### src/rtl/glyph_writer_pkg.sv
// Shared types for the glyph writer: FSM states, request operations and request priority helpers.
package glyph_writer_pkg;

  typedef enum logic [1:0] {StIdle, StUpdate, StWrcols, StDone} state_e;

  typedef enum logic [1:0] {OP_NONE, OP_INC, OP_DEC, OP_CLR} op_e;

  // Priority order: clr > inc > dec > none.
  function automatic logic [1:0] op_rank(input op_e op);
    case (op)
      OP_CLR:  return 2'd3;
      OP_INC:  return 2'd2;
      OP_DEC:  return 2'd1;
      default: return 2'd0;
    endcase
  endfunction

  function automatic op_e op_max(input op_e a, input op_e b);
    return (op_rank(b) > op_rank(a)) ? b : a;
  endfunction

  function automatic op_e req_op(input logic clr, input logic inc, input logic dec);
    if (clr) return OP_CLR;
    if (inc) return OP_INC;
    if (dec) return OP_DEC;
    return OP_NONE;
  endfunction

endpackage

### src/rtl/glyph_writer_if.sv
// Request/colour inputs and framebuffer write outputs of the glyph writer.
interface glyph_writer_if #(
  parameter int unsigned NUM_DIGITS     = 2,
  parameter int unsigned COLS_PER_GLYPH = 5,
  parameter int unsigned COLOR_W        = 4
);
  localparam int unsigned NCOLS  = NUM_DIGITS * COLS_PER_GLYPH;
  localparam int unsigned ADDR_W = (NCOLS > 1) ? $clog2(NCOLS) : 1;
  localparam int unsigned COL_W  = (COLS_PER_GLYPH > 1) ? $clog2(COLS_PER_GLYPH) : 1;

  logic               next_pulse;
  logic               prev_pulse;
  logic               clr_pulse;
  logic [COLOR_W-1:0] color;
  logic [ADDR_W-1:0]  fb_addr;
  logic [3:0]         glyph_val;
  logic [COL_W-1:0]   glyph_col;
  logic [COLOR_W-1:0] fb_we;
  logic               busy;
  logic               done;

  modport master (
    output next_pulse, prev_pulse, clr_pulse, color,
    input  fb_addr, glyph_val, glyph_col, fb_we, busy, done
  );

  modport slave (
    input  next_pulse, prev_pulse, clr_pulse, color,
    output fb_addr, glyph_val, glyph_col, fb_we, busy, done
  );
endinterface

### src/rtl/bcd_updown_counter.sv
// Multi-digit BCD value with increment/decrement (wrapping) and clear.
module bcd_updown_counter
  import glyph_writer_pkg::*;
#(
  parameter int unsigned NUM_DIGITS = 2
) (
  input  logic                    clk,
  input  logic                    rst_n,
  input  op_e                     op,
  output logic [4*NUM_DIGITS-1:0] value
);

  logic [4*NUM_DIGITS-1:0] value_d;
  logic                    carry;

  // Ripple the carry/borrow digit by digit; all-9s (or all-0s) wraps naturally.
  always_comb begin
    value_d = value;
    carry   = 1'b1;
    case (op)
      OP_CLR: value_d = '0;
      OP_INC: begin
        for (int i = 0; i < int'(NUM_DIGITS); i++) begin
          if (carry) begin
            if (value[4*i +: 4] == 4'd9) begin
              value_d[4*i +: 4] = 4'd0;
            end else begin
              value_d[4*i +: 4] = value[4*i +: 4] + 4'd1;
              carry = 1'b0;
            end
          end
        end
      end
      OP_DEC: begin
        for (int i = 0; i < int'(NUM_DIGITS); i++) begin
          if (carry) begin
            if (value[4*i +: 4] == 4'd0) begin
              value_d[4*i +: 4] = 4'd9;
            end else begin
              value_d[4*i +: 4] = value[4*i +: 4] - 4'd1;
              carry = 1'b0;
            end
          end
        end
      end
      default: ;
    endcase
  end

  always_ff @(posedge clk or negedge rst_n) begin
    if (!rst_n) begin
      value <= '0;
    end else begin
      value <= value_d;
    end
  end

endmodule

### src/rtl/glyph_writer_fsm.sv
// Refreshes a BCD number into framebuffer columns, one column per cycle, on inc/dec/clr requests.
module glyph_writer_fsm
  import glyph_writer_pkg::*;
#(
  parameter int unsigned NUM_DIGITS     = 2,
  parameter int unsigned COLS_PER_GLYPH = 5,
  parameter int unsigned COLOR_W        = 4
) (
  input logic           clk,
  input logic           rst_n,
  glyph_writer_if.slave bus
);

  localparam int unsigned NCOLS  = NUM_DIGITS * COLS_PER_GLYPH;
  localparam int unsigned ADDR_W = (NCOLS > 1) ? $clog2(NCOLS) : 1;
  localparam int unsigned COL_W  = (COLS_PER_GLYPH > 1) ? $clog2(COLS_PER_GLYPH) : 1;
  localparam int unsigned DIG_W  = (NUM_DIGITS > 1) ? $clog2(NUM_DIGITS) : 1;

  state_e                  state_q;
  op_e                     pending_q;
  logic [ADDR_W-1:0]       addr_q;
  logic [COL_W-1:0]        gcol_q;
  logic [DIG_W-1:0]        gdig_q;
  logic [4*NUM_DIGITS-1:0] value;
  op_e                     new_req;
  op_e                     merged;
  op_e                     cnt_op;
  logic                    wr;

  assign new_req = req_op(bus.clr_pulse, bus.next_pulse, bus.prev_pulse);
  assign merged  = op_max(pending_q, new_req);
  assign cnt_op  = (state_q == StUpdate) ? pending_q : OP_NONE;

  bcd_updown_counter #(
    .NUM_DIGITS(NUM_DIGITS)
  ) u_counter (
    .clk  (clk),
    .rst_n(rst_n),
    .op   (cnt_op),
    .value(value)
  );

  // Reset parks in WRCOLS so release starts the power-up clear at column 0.
  always_ff @(posedge clk or negedge rst_n) begin
    if (!rst_n) begin
      state_q   <= StWrcols;
      pending_q <= OP_NONE;
      addr_q    <= '0;
      gcol_q    <= '0;
      gdig_q    <= '0;
    end else begin
      unique case (state_q)
        StIdle: begin
          pending_q <= merged;
          if (merged != OP_NONE) state_q <= StUpdate;
        end
        StUpdate: begin
          pending_q <= new_req;
          addr_q    <= '0;
          gcol_q    <= '0;
          gdig_q    <= '0;
          state_q   <= StWrcols;
        end
        StWrcols: begin
          pending_q <= merged;
          addr_q    <= addr_q + 1'b1;
          if (gcol_q == COL_W'(COLS_PER_GLYPH - 1)) begin
            gcol_q <= '0;
            gdig_q <= gdig_q + 1'b1;
          end else begin
            gcol_q <= gcol_q + 1'b1;
          end
          if (addr_q == ADDR_W'(NCOLS - 1)) state_q <= StDone;
        end
        StDone: begin
          pending_q <= merged;
          state_q   <= (merged != OP_NONE) ? StUpdate : StIdle;
        end
        default: state_q <= StIdle;
      endcase
    end
  end

  assign wr = (state_q == StWrcols);

  always_comb begin
    bus.fb_we     = wr ? bus.color : '0;
    bus.fb_addr   = wr ? addr_q : '0;
    bus.glyph_col = wr ? gcol_q : '0;
    bus.busy      = wr || (state_q == StUpdate);
    bus.done      = (state_q == StDone);
    bus.glyph_val = 4'd0;
    // Region k shows digit NUM_DIGITS-1-k so the most significant digit sits leftmost.
    for (int i = 0; i < int'(NUM_DIGITS); i++) begin
      if (wr && (i == int'(NUM_DIGITS) - 1 - int'(gdig_q))) bus.glyph_val = value[4*i +: 4];
    end
  end

endmodule
### src/flat_wrapper.sv
// flat-port wrapper written by rule: the top's interface ports become plain ports
module glyph_writer_fsm_flat import glyph_writer_pkg::*;
#(
  parameter int unsigned NUM_DIGITS     = 2,
  parameter int unsigned COLS_PER_GLYPH = 5,
  parameter int unsigned COLOR_W        = 4
)
  (clk, rst_n, bus_next_pulse, bus_prev_pulse, bus_clr_pulse, bus_color, bus_fb_addr, bus_glyph_val, bus_glyph_col, bus_fb_we, bus_busy, bus_done);
  glyph_writer_if #(.NUM_DIGITS(NUM_DIGITS), .COLS_PER_GLYPH(COLS_PER_GLYPH), .COLOR_W(COLOR_W)) bus_i ();
  input logic clk;
  input logic rst_n;
  input wire logic [$bits(bus_i.next_pulse)-1:0] bus_next_pulse;
  input wire logic [$bits(bus_i.prev_pulse)-1:0] bus_prev_pulse;
  input wire logic [$bits(bus_i.clr_pulse)-1:0] bus_clr_pulse;
  input wire logic [$bits(bus_i.color)-1:0] bus_color;
  output wire logic [$bits(bus_i.fb_addr)-1:0] bus_fb_addr;
  output wire logic [$bits(bus_i.glyph_val)-1:0] bus_glyph_val;
  output wire logic [$bits(bus_i.glyph_col)-1:0] bus_glyph_col;
  output wire logic [$bits(bus_i.fb_we)-1:0] bus_fb_we;
  output wire logic [$bits(bus_i.busy)-1:0] bus_busy;
  output wire logic [$bits(bus_i.done)-1:0] bus_done;
  assign bus_i.next_pulse = bus_next_pulse;
  assign bus_i.prev_pulse = bus_prev_pulse;
  assign bus_i.clr_pulse = bus_clr_pulse;
  assign bus_i.color = bus_color;
  assign bus_fb_addr = bus_i.fb_addr;
  assign bus_glyph_val = bus_i.glyph_val;
  assign bus_glyph_col = bus_i.glyph_col;
  assign bus_fb_we = bus_i.fb_we;
  assign bus_busy = bus_i.busy;
  assign bus_done = bus_i.done;
  glyph_writer_fsm #(.NUM_DIGITS(NUM_DIGITS), .COLS_PER_GLYPH(COLS_PER_GLYPH), .COLOR_W(COLOR_W)) u_core (.clk(clk), .rst_n(rst_n), .bus(bus_i));
endmodule
### config.mk
export PLATFORM = sky130hd
export DESIGN_NAME = glyph_writer_fsm_flat
export DESIGN_NICKNAME = d
export VERILOG_FILES = /design/src/rtl/glyph_writer_pkg.sv /design/src/rtl/glyph_writer_if.sv /design/src/rtl/bcd_updown_counter.sv /design/src/rtl/glyph_writer_fsm.sv /design/src/flat_wrapper.sv
export SDC_FILE = /design/constraint.sdc
export NUM_CORES = 1
export LEC_CHECK = 0
export CAP_MARGIN = 20
export CORE_MARGIN = 2
export CORE_UTILIZATION = 57
export DETAILED_ROUTE_END_ITERATION = 6
export PLACE_DENSITY = 0.81
export SLEW_MARGIN = 20
export SYNTH_ARGS = -nofsm -noshare
export SYNTH_HDL_FRONTEND = slang
export SYNTH_SLANG_ARGS = --single-unit
### constraint.sdc
create_clock -name clk -period 3.89 [get_ports clk]
set_clock_uncertainty 0.05 [all_clocks]
set_input_delay 1.167 -clock clk [delete_from_list [all_inputs] [get_ports clk]]
set_output_delay 1.167 -clock clk [all_outputs]
set_load 0.005 [all_outputs]
==> flow_metrics.py, run 1 <==
metrics = {
    "synth": {
        "yosysSeqAreaShare": 0.3143,
        "ys.flop_type": "sky130_fd_sc_hd__dfrtp_1",
        "synth-adder-area-share": 0.1646,
        "synthDistinctLibCells": 40,
        "synthTopCellsByCount": "sky130_fd_sc_hd__inv_1 (24), sky130_fd_sc_hd__ha_1 (21), sky130_fd_sc_hd__nor2_1 (20)",
        "synth-compound-area-share": 0.1991,
        "yosysWarnings": 0,
        "ys_seq_elements": 20,
        "syn-cell-area_um2": 1597,
        "muxShareOfSynthArea": 0.05172,
        "share_of_flip_flops_with_an_asynchronous_set_or_reset_after_synthesis": 1.000,
        "post_synth_and_or_nand_nor_area_fraction": 0.1944,
        "synth_cells": 195,
        "synth_top_area_share": 0.2978,
        "synth_top_family_by_area": "compound AO/OA/AOI/OAI gates",
        "synth_xor_xnor_area_share": 0.005486,
        "synth_top_cell_by_area": "sky130_fd_sc_hd__dfrtp_1",
        "synth_area_leaders": "sky130_fd_sc_hd__dfrtp_1 (30%), sky130_fd_sc_hd__ha_1 (16%), sky130_fd_sc_hd__inv_1 (5.6%)",
        "synth_most_common_cell": "sky130_fd_sc_hd__inv_1",
        "postSynthNetCount": 225,
        "synth-edff-count": 0,
        "synth.avg_cell_area_um2": 8.187,
    },
    "pwr": {
        "net-switching-power_mw": 0.6002,
        "seq_pwr_share": 0.282,
        "comb_power_share": 0.621,
        "total_leakage_power_nw": 0.8319,
        "ir_worst_vdd_v": 0.0005861,
        "power.share.switching": 0.4756,
        "power_frac_clock": 0.097,
        "cellInternalPower_mw": 0.6617,
        "power_per_cell_area_nw_per_um2": 664.4,
    },
    "clock_tree": {
        "clock-sinks": 20,
        "setup_bufs_post_cts": 0,
        "hold_buffers": 0,
        "path_clk_slew_ns": 0.11,
        "post_cts_resize_count": 0,
        "clock_insertion_delay_worst_skew_ns": 0.30,
        "total_number_of_h_tree_levels": 1,
        "cts.path.max_buffers": 2,
        "cts_buffers": 3,
        "cts_tree": "yes",
        "cts_root_buf": "sky130_fd_sc_hd__clkbuf_4",
    },
    "global_routing": {
        "grt_pass1_vias": 1395,
        "overall_track_demand_over_capacity_in_global_routing": 0.2356,
        "grt_max_degree": 21,
        "grt_first_pass_wirelength_um": 6044,
        "number_of_antenna_violations_at_the_first_check_in_global_routing": 0,
        "gr-total-overflow": 0,
    },
    "final_layout": {
        "finalInstanceArea_um2": 1899,
        "final_layout_size_suffix_gt1_frac": 0.05046,
        "fillCellCount": 210,
        "num_antenna_cells": 0,
        "finish.net_count": 249,
        "area_growth_pct": 18.97,
    },
    "timing": {
        "slew-limit-headroom": 0.3950,
        "timing_worst_slew_pin_value_ns": 0.9047,
        "finalSetupViolCount": 0,
        "final_min_period_over_clock_period": 0.9033,
        "finalWorstPathRequiredPeriod_ns": 3.514,
        "fin_hold_viols": 0,
        "slew_viol_final": 0,
        "setup_tns_ns": 0,
        "max_clock_freq_mhz": 284.6,
        "rsz0062_at_grt": "no",
        "setup_slack_after_layout_ns": 0.3760,
    },
    "drt": {
        "number_of_design_rule_violations_left_after_detail_routing": 0,
        "wl_per_cell_um": 14.02,
        "postRouteAntennaNets": 0,
        "drt-vias-per-instance": 5.876,
        "dr_vias": 1463,
        "drt-pass1-iter-count": 4,
        "wirelength_um": 3490,
        "drt-initial-drc-count": 61,
    },
    "worst_setup_path": {
        "timing_worst_setup_path_type": "reg -> out",
        "critPathMostFrequentCell": "sky130_fd_sc_hd__inv_1",
        "timing.critical_path.cells": "inv_1, ha_1, inv_1, nor2_1, clkdlybuf4s50_1",
        "path_depth": 5,
        "type_of_origin_of_the_critical_path": "flip-flop",
        "setup.worst_path.start": "u_core.state_q[0]$_DFFE_PN0P_",
        "cp_num_buf_inv": 3,
        "slowest_delay_ns": 0.51,
        "path_max_fanout": 13,
        "r2r_setup_slack_ns": 1.45,
        "worst-endpoint-required_ns": 2.67,
        "cp_slowest_cell": "sky130_fd_sc_hd__clkdlybuf4s50_1",
        "reg2reg_from": "u_core.state_q[1]$_DFFE_PN1P_",
        "worst_path_dominant_cell_family": "buffers and inverters",
        "setup.worst_path.end_class": "output port",
        "cp_data_arrival_time_ns": 2.30,
        "worst-r2r-cell-count": 10,
    },
    "hold_path": {
        "holdPathStages": 1,
        "holdCritStartpoint": "u_core.addr_q[0]$_DFFE_PN0P_",
        "timing.hold.worst.class": "reg -> reg",
    },
    "run_status": {
        "result_of_the_run": "completed",
    },
    "placement": {
        "detailedPlace.worstSlack_ns": 0.2804,
        "placement.io_buffers": 25,
        "detailed_place.area_um2": 1863,
        "place_congestion": 0.8842,
        "post-dp-hpwl_um": 2728,
    },
    "die": {
        "placementRows": 19,
        "io_pins": 26,
        "initial_core_util": 0.5891,
        "floorplan.core_area_um2": 2710,
        "die_x_um": 56.93,
        "die_h_um": 56.93,
        "floorplan.die_area_um2": 3240,
    },
    "flow_run": {
        "cap_violations": 0,
    },
}
state kept, by name, summed over array words and instances (netlist names):
register                flops
u_core.pending_q            2
u_core.gcol_q               3
u_core.u_counter.value      8
u_core.state_q              2
u_core.addr_q               4
u_core.gdig_q               1
per-stage QoR:
| step | util | cells | power [mW] | hold slack, ns |
|---|---|---|---|---|
| final | 0.7008 | 249 | 1.262 | 0.5121 |
| after global routing | 0.7008 | 249 | 1.373 | 0.5319 |
| after CTS | 0.7008 | 249 | 1.256 | 0.5135 |
| after detailed placement | 0.6874 | 245 | 1.134 | 0.4979 |
| after global placement | 0.6874 | 245 | 1.087 | 0.4951 |
| after floorplan | - | 195 | 0.9064 | 0.4640 |
per-layer routing:
layer,vias to the layer above,wire (um),track usage,share of wire
li1,714,-,-,-
met1,688,1459,0.2834,0.42
met2,51,1805,0.4204,0.52
met3,10,142,0.02304,0.041
met4,0,82,0.1096,0.023
met5,-,0,0,0
path summary, 6_finish.rpt:
check | end
min in group asynchronous | u_core.state_q[0]$_DFFE_PN0P_
max in group asynchronous | u_core.gcol_q[2]$_DFFE_PN0P_
max | bus_glyph_val[2]
max reg2reg | u_core.u_counter.value[7]$_DFFE_PN0P_
min reg2reg | u_core.addr_q[0]$_DFFE_PN0P_
min | u_core.addr_q[0]$_DFFE_PN0P_
power groups by stage:
stage	Sequential (mW)	Clock [mW]	Combinational, mW
after detailed placement	0.358	0	0.776
after CTS	0.353	0.124	0.778
after global placement	0.350	0	0.736
after global routing	0.366	0.133	0.874
final	0.356	0.122	0.784
after floorplan	0.332	0	0.574
cell families (layout without fill, tap and decap cells):
family,after synthesis,in the layout
simple gates,64,64
compound gates,51,51
buf+inv,30,53
fa+ha+maj,21,21
flops,20,20
mux,8,8
xor+xnor,1,1
worst reg2reg max path: stages (launching register included):
cell,delay [ns]
sky130_fd_sc_hd__dfstp_2,0.59
sky130_fd_sc_hd__inv_1,0.08
sky130_fd_sc_hd__ha_1,0.24
sky130_fd_sc_hd__nand2_1,0.13
sky130_fd_sc_hd__inv_1,0.06
sky130_fd_sc_hd__ha_1,0.19
sky130_fd_sc_hd__inv_1,0.15
sky130_fd_sc_hd__a21oi_1,0.15
sky130_fd_sc_hd__or3_4,0.45
sky130_fd_sc_hd__o21ai_1,0.14
sky130_fd_sc_hd__o21ai_0,0.09
cell usage in the layout (no fill, tap or decap), drive strengths merged, types with 2 or more instances in the layout:
cell            n
nor2b           4
a31oi           4
nor3            3
inv            24
o22ai           2
nor2           20
o21ai          14
or3             2
clkdlybuf4s50  25
o31ai           4
a21oi          15
mux2i           6
nand3           6
mux2            2
clkbuf          4
a22o            2
ha             21
o21a            2
dfrtp          19
and2            6
nand2          17
layout make-up:
cell class	instances	area, um2	share of cell area
multi-input combinational	145	982.2	0.5171
sequential	20	501.7	0.2642
timing repair buffer	25	250.2	0.1318
inverter	24	90.09	0.04743
tap	31	38.79	0.02042
clock buffer	4	36.28	0.01910
Note: power is estimated with default switching activity, not from simulation.
==> run 2, diff against run 1 <==
--- a/config.mk
+++ b/config.mk
@@ -9,7 +9,7 @@
 export CORE_MARGIN = 2
 export CORE_UTILIZATION = 57
 export DETAILED_ROUTE_END_ITERATION = 6
-export PLACE_DENSITY = 0.81
+export PLACE_DENSITY = 0.83
 export SLEW_MARGIN = 20
 export SYNTH_ARGS = -nofsm -noshare
 export SYNTH_HDL_FRONTEND = slang
==> run 2 against run 1 <==
Against the previous run:
- sequential power fell by 2%
- power fell by 1.2%
- critical path depth stayed put
- die area stayed put
- largest cell class unchanged
- highest routed layer unchanged
==> flow_metrics.py, run 2 (synthesis results as in run 1) <==
metrics = {
    "clock_tree": {
        "cts.path.max_buffers": 2,
        "hold_buffers": 0,
        "setup_bufs_post_cts": 0,
        "cts_tree": "yes",
        "cts_buffers": 3,
        "path_clk_slew_ns": 0.11,
        "post_cts_resize_count": 0,
        "clock-sinks": 20,
        "clock_insertion_delay_worst_skew_ns": 0.30,
        "total_number_of_h_tree_levels": 1,
        "cts_root_buf": "sky130_fd_sc_hd__clkbuf_4",
    },
    "final_layout": {
        "mostFrequentLayoutCells": "sky130_fd_sc_hd__clkdlybuf4s50_1 (25), sky130_fd_sc_hd__inv_1 (24), sky130_fd_sc_hd__ha_1 (21)",
        "final_layout_size_suffix_gt1_frac": 0.05046,
        "max_flop_register": "u_core.u_counter.value",
        "final_util": 0.7008,
        "num_antenna_cells": 0,
        "number_of_flip_flops_under_the_largest_register_name": 8,
        "finish.net_count": 249,
        "area_growth_pct": 18.97,
        "layout_top_registers": "u_core.u_counter.value: 8 flops, u_core.addr_q: 4 flops, u_core.gcol_q: 3 flops",
        "final_common_cell": "sky130_fd_sc_hd__clkdlybuf4s50_1",
    },
    "timing": {
        "finalWorstPathRequiredPeriod_ns": 3.493,
        "slew_viol_final": 0,
        "timing_worst_slew_pin_value_ns": 0.9020,
        "fin_hold_viols": 0,
        "max_clock_freq_mhz": 286.3,
        "setup_tns_ns": 0,
        "final_min_period_over_clock_period": 0.8980,
        "setup_slack_after_layout_ns": 0.3969,
        "finalSetupViolCount": 0,
        "rsz0062_at_grt": "no",
        "finalHoldWorstSlack_ns": 0.5245,
        "slew-limit-headroom": 0.3968,
    },
    "worst_setup_path": {
        "type_of_origin_of_the_critical_path": "flip-flop",
        "setup.worst_path.end_class": "output port",
        "worst_path_dominant_cell_family": "buffers and inverters",
        "timing_worst_setup_path_type": "reg -> out",
        "cp_num_buf_inv": 3,
        "critPathMostFrequentCell": "sky130_fd_sc_hd__inv_1",
        "cp_slowest_cell": "sky130_fd_sc_hd__clkdlybuf4s50_1",
        "worst-endpoint-required_ns": 2.67,
        "reg2reg_from": "u_core.state_q[1]$_DFFE_PN1P_",
        "timing.critical_path.cells": "inv_1, ha_1, inv_1, nor2_1, clkdlybuf4s50_1",
        "slowest_delay_ns": 0.52,
        "path_max_fanout": 13,
        "cp_data_arrival_time_ns": 2.28,
        "setup.worst_path.start": "u_core.state_q[0]$_DFFE_PN0P_",
    },
    "drt": {
        "drt-initial-drc-count": 102,
        "drt-pass1-iter-count": 5,
        "drt-vias-per-instance": 5.900,
        "dr_vias": 1469,
        "postRouteAntennaNets": 0,
        "wirelength_um": 3369,
        "number_of_design_rule_violations_left_after_detail_routing": 0,
        "wl_per_cell_um": 13.53,
    },
    "placement": {
        "detailedPlace.worstSlack_ns": 0.2993,
        "place_congestion": 0.8427,
        "placement.io_buffers": 25,
        "post-dp-hpwl_um": 2657,
    },
    "global_routing": {
        "overall_track_demand_over_capacity_in_global_routing": 0.2235,
        "grt_max_degree": 21,
        "grt_first_pass_wirelength_um": 5796,
        "gr-total-overflow": 0,
        "number_of_antenna_violations_at_the_first_check_in_global_routing": 0,
        "grt_pass1_vias": 1404,
    },
    "die": {
        "placementRows": 19,
        "floorplan.die_area_um2": 3240,
        "io_pins": 26,
        "die_x_um": 56.93,
        "floorplan.core_area_um2": 2710,
        "initial_core_util": 0.5891,
        "die_h_um": 56.93,
    },
    "pwr": {
        "total_leakage_power_nw": 0.8319,
        "power_frac_clock": 0.098,
        "power.share.switching": 0.4702,
        "ir_worst_vdd_v": 0.0005738,
        "totalPowerFinal_mw": 1.247,
        "seq_pwr_share": 0.281,
        "comb_power_share": 0.621,
        "net-switching-power_mw": 0.5863,
        "cellInternalPower_mw": 0.6606,
        "power_per_cell_area_nw_per_um2": 656.5,
    },
    "run_status": {
        "result_of_the_run": "completed",
    },
    "hold_path": {
        "holdCritStartpoint": "u_core.addr_q[0]$_DFFE_PN0P_",
        "timing.hold.worst.class": "reg -> reg",
    },
    "flow_run": {
        "cap_violations": 0,
    },
}
## run 2: cell type report
cell class              count  area, um2
well taps                  31      38.79
flip-flops and latches     20      501.7
clock buffers               4      36.28
repair buffers             25      250.2
inverters                  24      90.09
fillers                   210      810.8
multi-input cells         145      982.2
## run 2: final timing paths
check / to / slack, ns / depth (start not counted)
worst min register to register: u_core.addr_q[0]$_DFFE_PN0P_ / 0.52 / 1
min in group asynchronous: u_core.addr_q[3]$_DFFE_PN0P_ / 1.31 / 1
worst max-delay path: bus_glyph_val[1] / 0.40 / 5
worst max register to register: u_core.u_counter.value[4]$_DFFE_PN0P_ / 1.52 / 10
max in group asynchronous: u_core.u_counter.value[3]$_DFFE_PN0P_ / 1.94 / 1
worst min-delay path: u_core.addr_q[0]$_DFFE_PN0P_ / 0.52 / 1
## run 2: power by group through the flow
stage	Sequential (mW)	Clock [mW]	Combinational [mW]
after CTS	0.348	0.127	0.775
after global routing	0.361	0.137	0.867
after floorplan	0.332	0	0.574
after detailed placement	0.352	0	0.771
after global placement	0.349	0	0.737
final	0.350	0.123	0.774
## run 2: metrics by stage
step                      std cells  cell area, um2
after CTS                       249            1899
after global routing            249            1899
after detailed placement        245            1863
after global placement          245            1863
after floorplan                 195            1597
final                           249            1899
## run 2: per-layer routing
layer	vias up	part of all wire	wire (um)	GRT usage
met2	51	0.51	1713	0.4122
met5	-	0	0	0
met3	7	0.038	128	0.01843
met1	699	0.43	1456	0.2547
met4	0	0.021	70	0.1130
li1	712	-	-	-
==> run 3, diff against run 2 <==
--- a/config.mk
+++ b/config.mk
@@ -6,6 +6,7 @@
 export NUM_CORES = 1
 export LEC_CHECK = 0
 export CAP_MARGIN = 20
+export CORE_ASPECT_RATIO = 1.1
 export CORE_MARGIN = 2
 export CORE_UTILIZATION = 57
 export DETAILED_ROUTE_END_ITERATION = 6
==> constraint.sdc (replaced) <==
create_clock -name clk -period 4.5 [get_ports clk]
set_clock_uncertainty 0.05 [all_clocks]
set_input_delay 1.35 -clock clk [delete_from_list [all_inputs] [get_ports clk]]
set_output_delay 1.35 -clock clk [all_outputs]
set_load 0.005 [all_outputs]
==> run 3 against run 2 <==
Against the previous run:
- clock-buffer cell count decreased by 1
- critical path depth decreased by 2
- largest power group unchanged
- global-route usage increased by 1.6 points
- highest routed layer unchanged
- flip-flop and latch count unchanged
==> flow_metrics.py, run 3 (synthesis results as in run 1) <==
metrics = {
    "clock_tree": {
        "cts_root_buf": "sky130_fd_sc_hd__clkbuf_4",
        "total_number_of_h_tree_levels": 1,
        "hold_buffers": 0,
        "cts_tree": "yes",
        "post_cts_resize_count": 0,
        "cts.path.max_buffers": 2,
        "setup_bufs_post_cts": 0,
        "clock-sinks": 20,
        "path_clk_slew_ns": 0.12,
        "cts_buffers": 3,
        "clock_insertion_delay_worst_skew_ns": 0.30,
    },
    "worst_setup_path": {
        "timing_worst_setup_path_type": "in -> out",
        "cp_num_buf_inv": 2,
        "path_max_fanout": 1,
        "worst-r2r-cell-count": 10,
        "critPathMostFrequentCell": "sky130_fd_sc_hd__clkdlybuf4s50_1",
        "cp_data_arrival_time_ns": 2.44,
        "r2r_setup_slack_ns": 2.03,
        "slowest_delay_ns": 0.50,
        "cp_slowest_cell": "sky130_fd_sc_hd__clkdlybuf4s50_1",
        "critical_path.reg2reg.endpoint": "u_core.u_counter.value[7]$_DFFE_PN0P_",
        "worst-endpoint-required_ns": 3.10,
        "worst_path_dominant_cell_family": "buffers and inverters",
        "timing.critical_path.cells": "clkdlybuf4s50_1, and2_1, clkdlybuf4s50_1",
        "reg2reg_from": "u_core.state_q[1]$_DFFE_PN1P_",
        "type_of_origin_of_the_critical_path": "primary input",
        "setup.worst_path.end_class": "output port",
    },
    "pwr": {
        "seq_pwr_share": 0.271,
        "power_frac_clock": 0.130,
        "total_leakage_power_nw": 0.8388,
        "power.share.switching": 0.4580,
        "comb_power_share": 0.599,
        "net-switching-power_mw": 0.5181,
        "power_per_cell_area_nw_per_um2": 589.9,
        "totalPowerFinal_mw": 1.131,
        "cellInternalPower_mw": 0.6133,
        "ir_worst_vdd_v": 0.0003882,
    },
    "die": {
        "io_pins": 26,
        "initial_core_util": 0.5853,
        "die_h_um": 59.51,
        "die_x_um": 54.46,
        "floorplan.die_area_um2": 3241,
        "floorplan.core_area_um2": 2728,
        "placementRows": 20,
    },
    "timing": {
        "finalHoldWorstSlack_ns": 0.5210,
        "rsz0062_at_grt": "no",
        "setup_tns_ns": 0,
        "slew_viol_final": 0,
        "fin_hold_viols": 0,
        "slew-limit-headroom": 0.4140,
        "finalSetupViolCount": 0,
        "setup_slack_after_layout_ns": 0.6616,
        "final_min_period_over_clock_period": 0.8530,
        "timing_worst_slew_pin_value_ns": 0.8763,
        "max_clock_freq_mhz": 260.5,
        "finalWorstPathRequiredPeriod_ns": 3.838,
    },
    "placement": {
        "placement.io_buffers": 25,
        "detailedPlace.worstSlack_ns": 0.6536,
        "place_congestion": 0.9450,
        "post-dp-hpwl_um": 2613,
    },
    "global_routing": {
        "grt_max_degree": 21,
        "grt_pass1_vias": 1435,
        "grt_first_pass_wirelength_um": 5761,
        "overall_track_demand_over_capacity_in_global_routing": 0.2392,
        "gr-total-overflow": 0,
        "number_of_antenna_violations_at_the_first_check_in_global_routing": 0,
    },
    "final_layout": {
        "area_growth_pct": 20.14,
        "fillCellCount": 225,
        "finish.net_count": 249,
        "num_antenna_cells": 0,
        "layout_top_registers": "u_core.u_counter.value: 8 flops, u_core.addr_q: 4 flops, u_core.gcol_q: 3 flops",
        "mostFrequentLayoutCells": "sky130_fd_sc_hd__clkdlybuf4s50_1 (25), sky130_fd_sc_hd__inv_1 (24), sky130_fd_sc_hd__ha_1 (21)",
        "final_layout_size_suffix_gt1_frac": 0.05046,
        "final-seq-area_um2": 501.7,
        "number_of_flip_flops_under_the_largest_register_name": 8,
        "final_util": 0.7032,
        "final_common_cell": "sky130_fd_sc_hd__clkdlybuf4s50_1",
        "multi_input_comb_area_um2": 982.2,
        "max_flop_register": "u_core.u_counter.value",
    },
    "drt": {
        "drt-pass1-iter-count": 4,
        "wirelength_um": 3503,
        "drt-initial-drc-count": 46,
        "drt-vias-per-instance": 5.857,
        "postRouteAntennaNets": 0,
        "number_of_design_rule_violations_left_after_detail_routing": 0,
        "dr_vias": 1470,
        "wl_per_cell_um": 13.96,
    },
    "hold_path": {
        "timing.hold.worst.class": "reg -> reg",
        "holdPathStages": 1,
        "min_to": "u_core.addr_q[0]$_DFFE_PN0P_",
        "holdCritStartpoint": "u_core.addr_q[0]$_DFFE_PN0P_",
    },
    "flow_run": {
        "cap_violations": 0,
    },
    "run_status": {
        "result_of_the_run": "completed",
    },
}
[run 3: cell count changes in the layout (fill, tap and decap cells not counted)]
cell | previous run | this run
sky130_fd_sc_hd__clkbuf_8 | 1 | 0
sky130_fd_sc_hd__bufinv_16 | 0 | 1
[run 3: worst max-delay path by stage]
| stage | from | slack, ns | cells after the start | end |
|---|---|---|---|---|
| final | bus_color[1] | 0.66 | 3 | bus_fb_we[1] |
| after global routing | bus_color[1] | 0.61 | 3 | bus_fb_we[1] |
| after CTS | bus_color[1] | 0.65 | 3 | bus_fb_we[1] |
| after detailed placement | bus_color[1] | 0.65 | 3 | bus_fb_we[1] |
| after global placement | bus_color[0] | 0.69 | 3 | bus_fb_we[0] |
| after floorplan | bus_clr_pulse | 1.25 | 7 | u_core.state_q[1]$_DFFE_PN1P_ |
[run 3: stage by stage]
stage	cell area (um2)	instances
after CTS	1918	251
after detailed placement	1866	247
after global placement	1866	247
after floorplan	1597	195
final	1918	251
after global routing	1918	251
[run 3: layer usage]
metal  vias up  wire (um)  GRT usage
met5         -          0          0
met4         0         52     0.1107
met3         7        153    0.02020
met2        43       1864     0.4423
met1       704       1433     0.2672
li1        716          -          -
[run 3: cell type report]
| class | count | share of cell area |
|---|---|---|
| Timing Repair Buffer | 25 | 0.1305 |
| Inverter | 24 | 0.04697 |
| Clock buffer | 3 | 0.01174 |
| Sequential cell | 20 | 0.2616 |
| Multi-Input combinational cell | 145 | 0.5121 |
| Tap cell | 33 | 0.02153 |
| Clock inverter | 1 | 0.01566 |
[run 3: power groups by stage]
stage | logic (mW) | clock network [mW] | registers, mW
floorplan | 0.496 | 0 | 0.287
global placement | 0.633 | 0 | 0.304
detailed placement | 0.665 | 0 | 0.307
CTS | 0.675 | 0.147 | 0.304
global route | 0.763 | 0.156 | 0.315
finish | 0.678 | 0.147 | 0.307
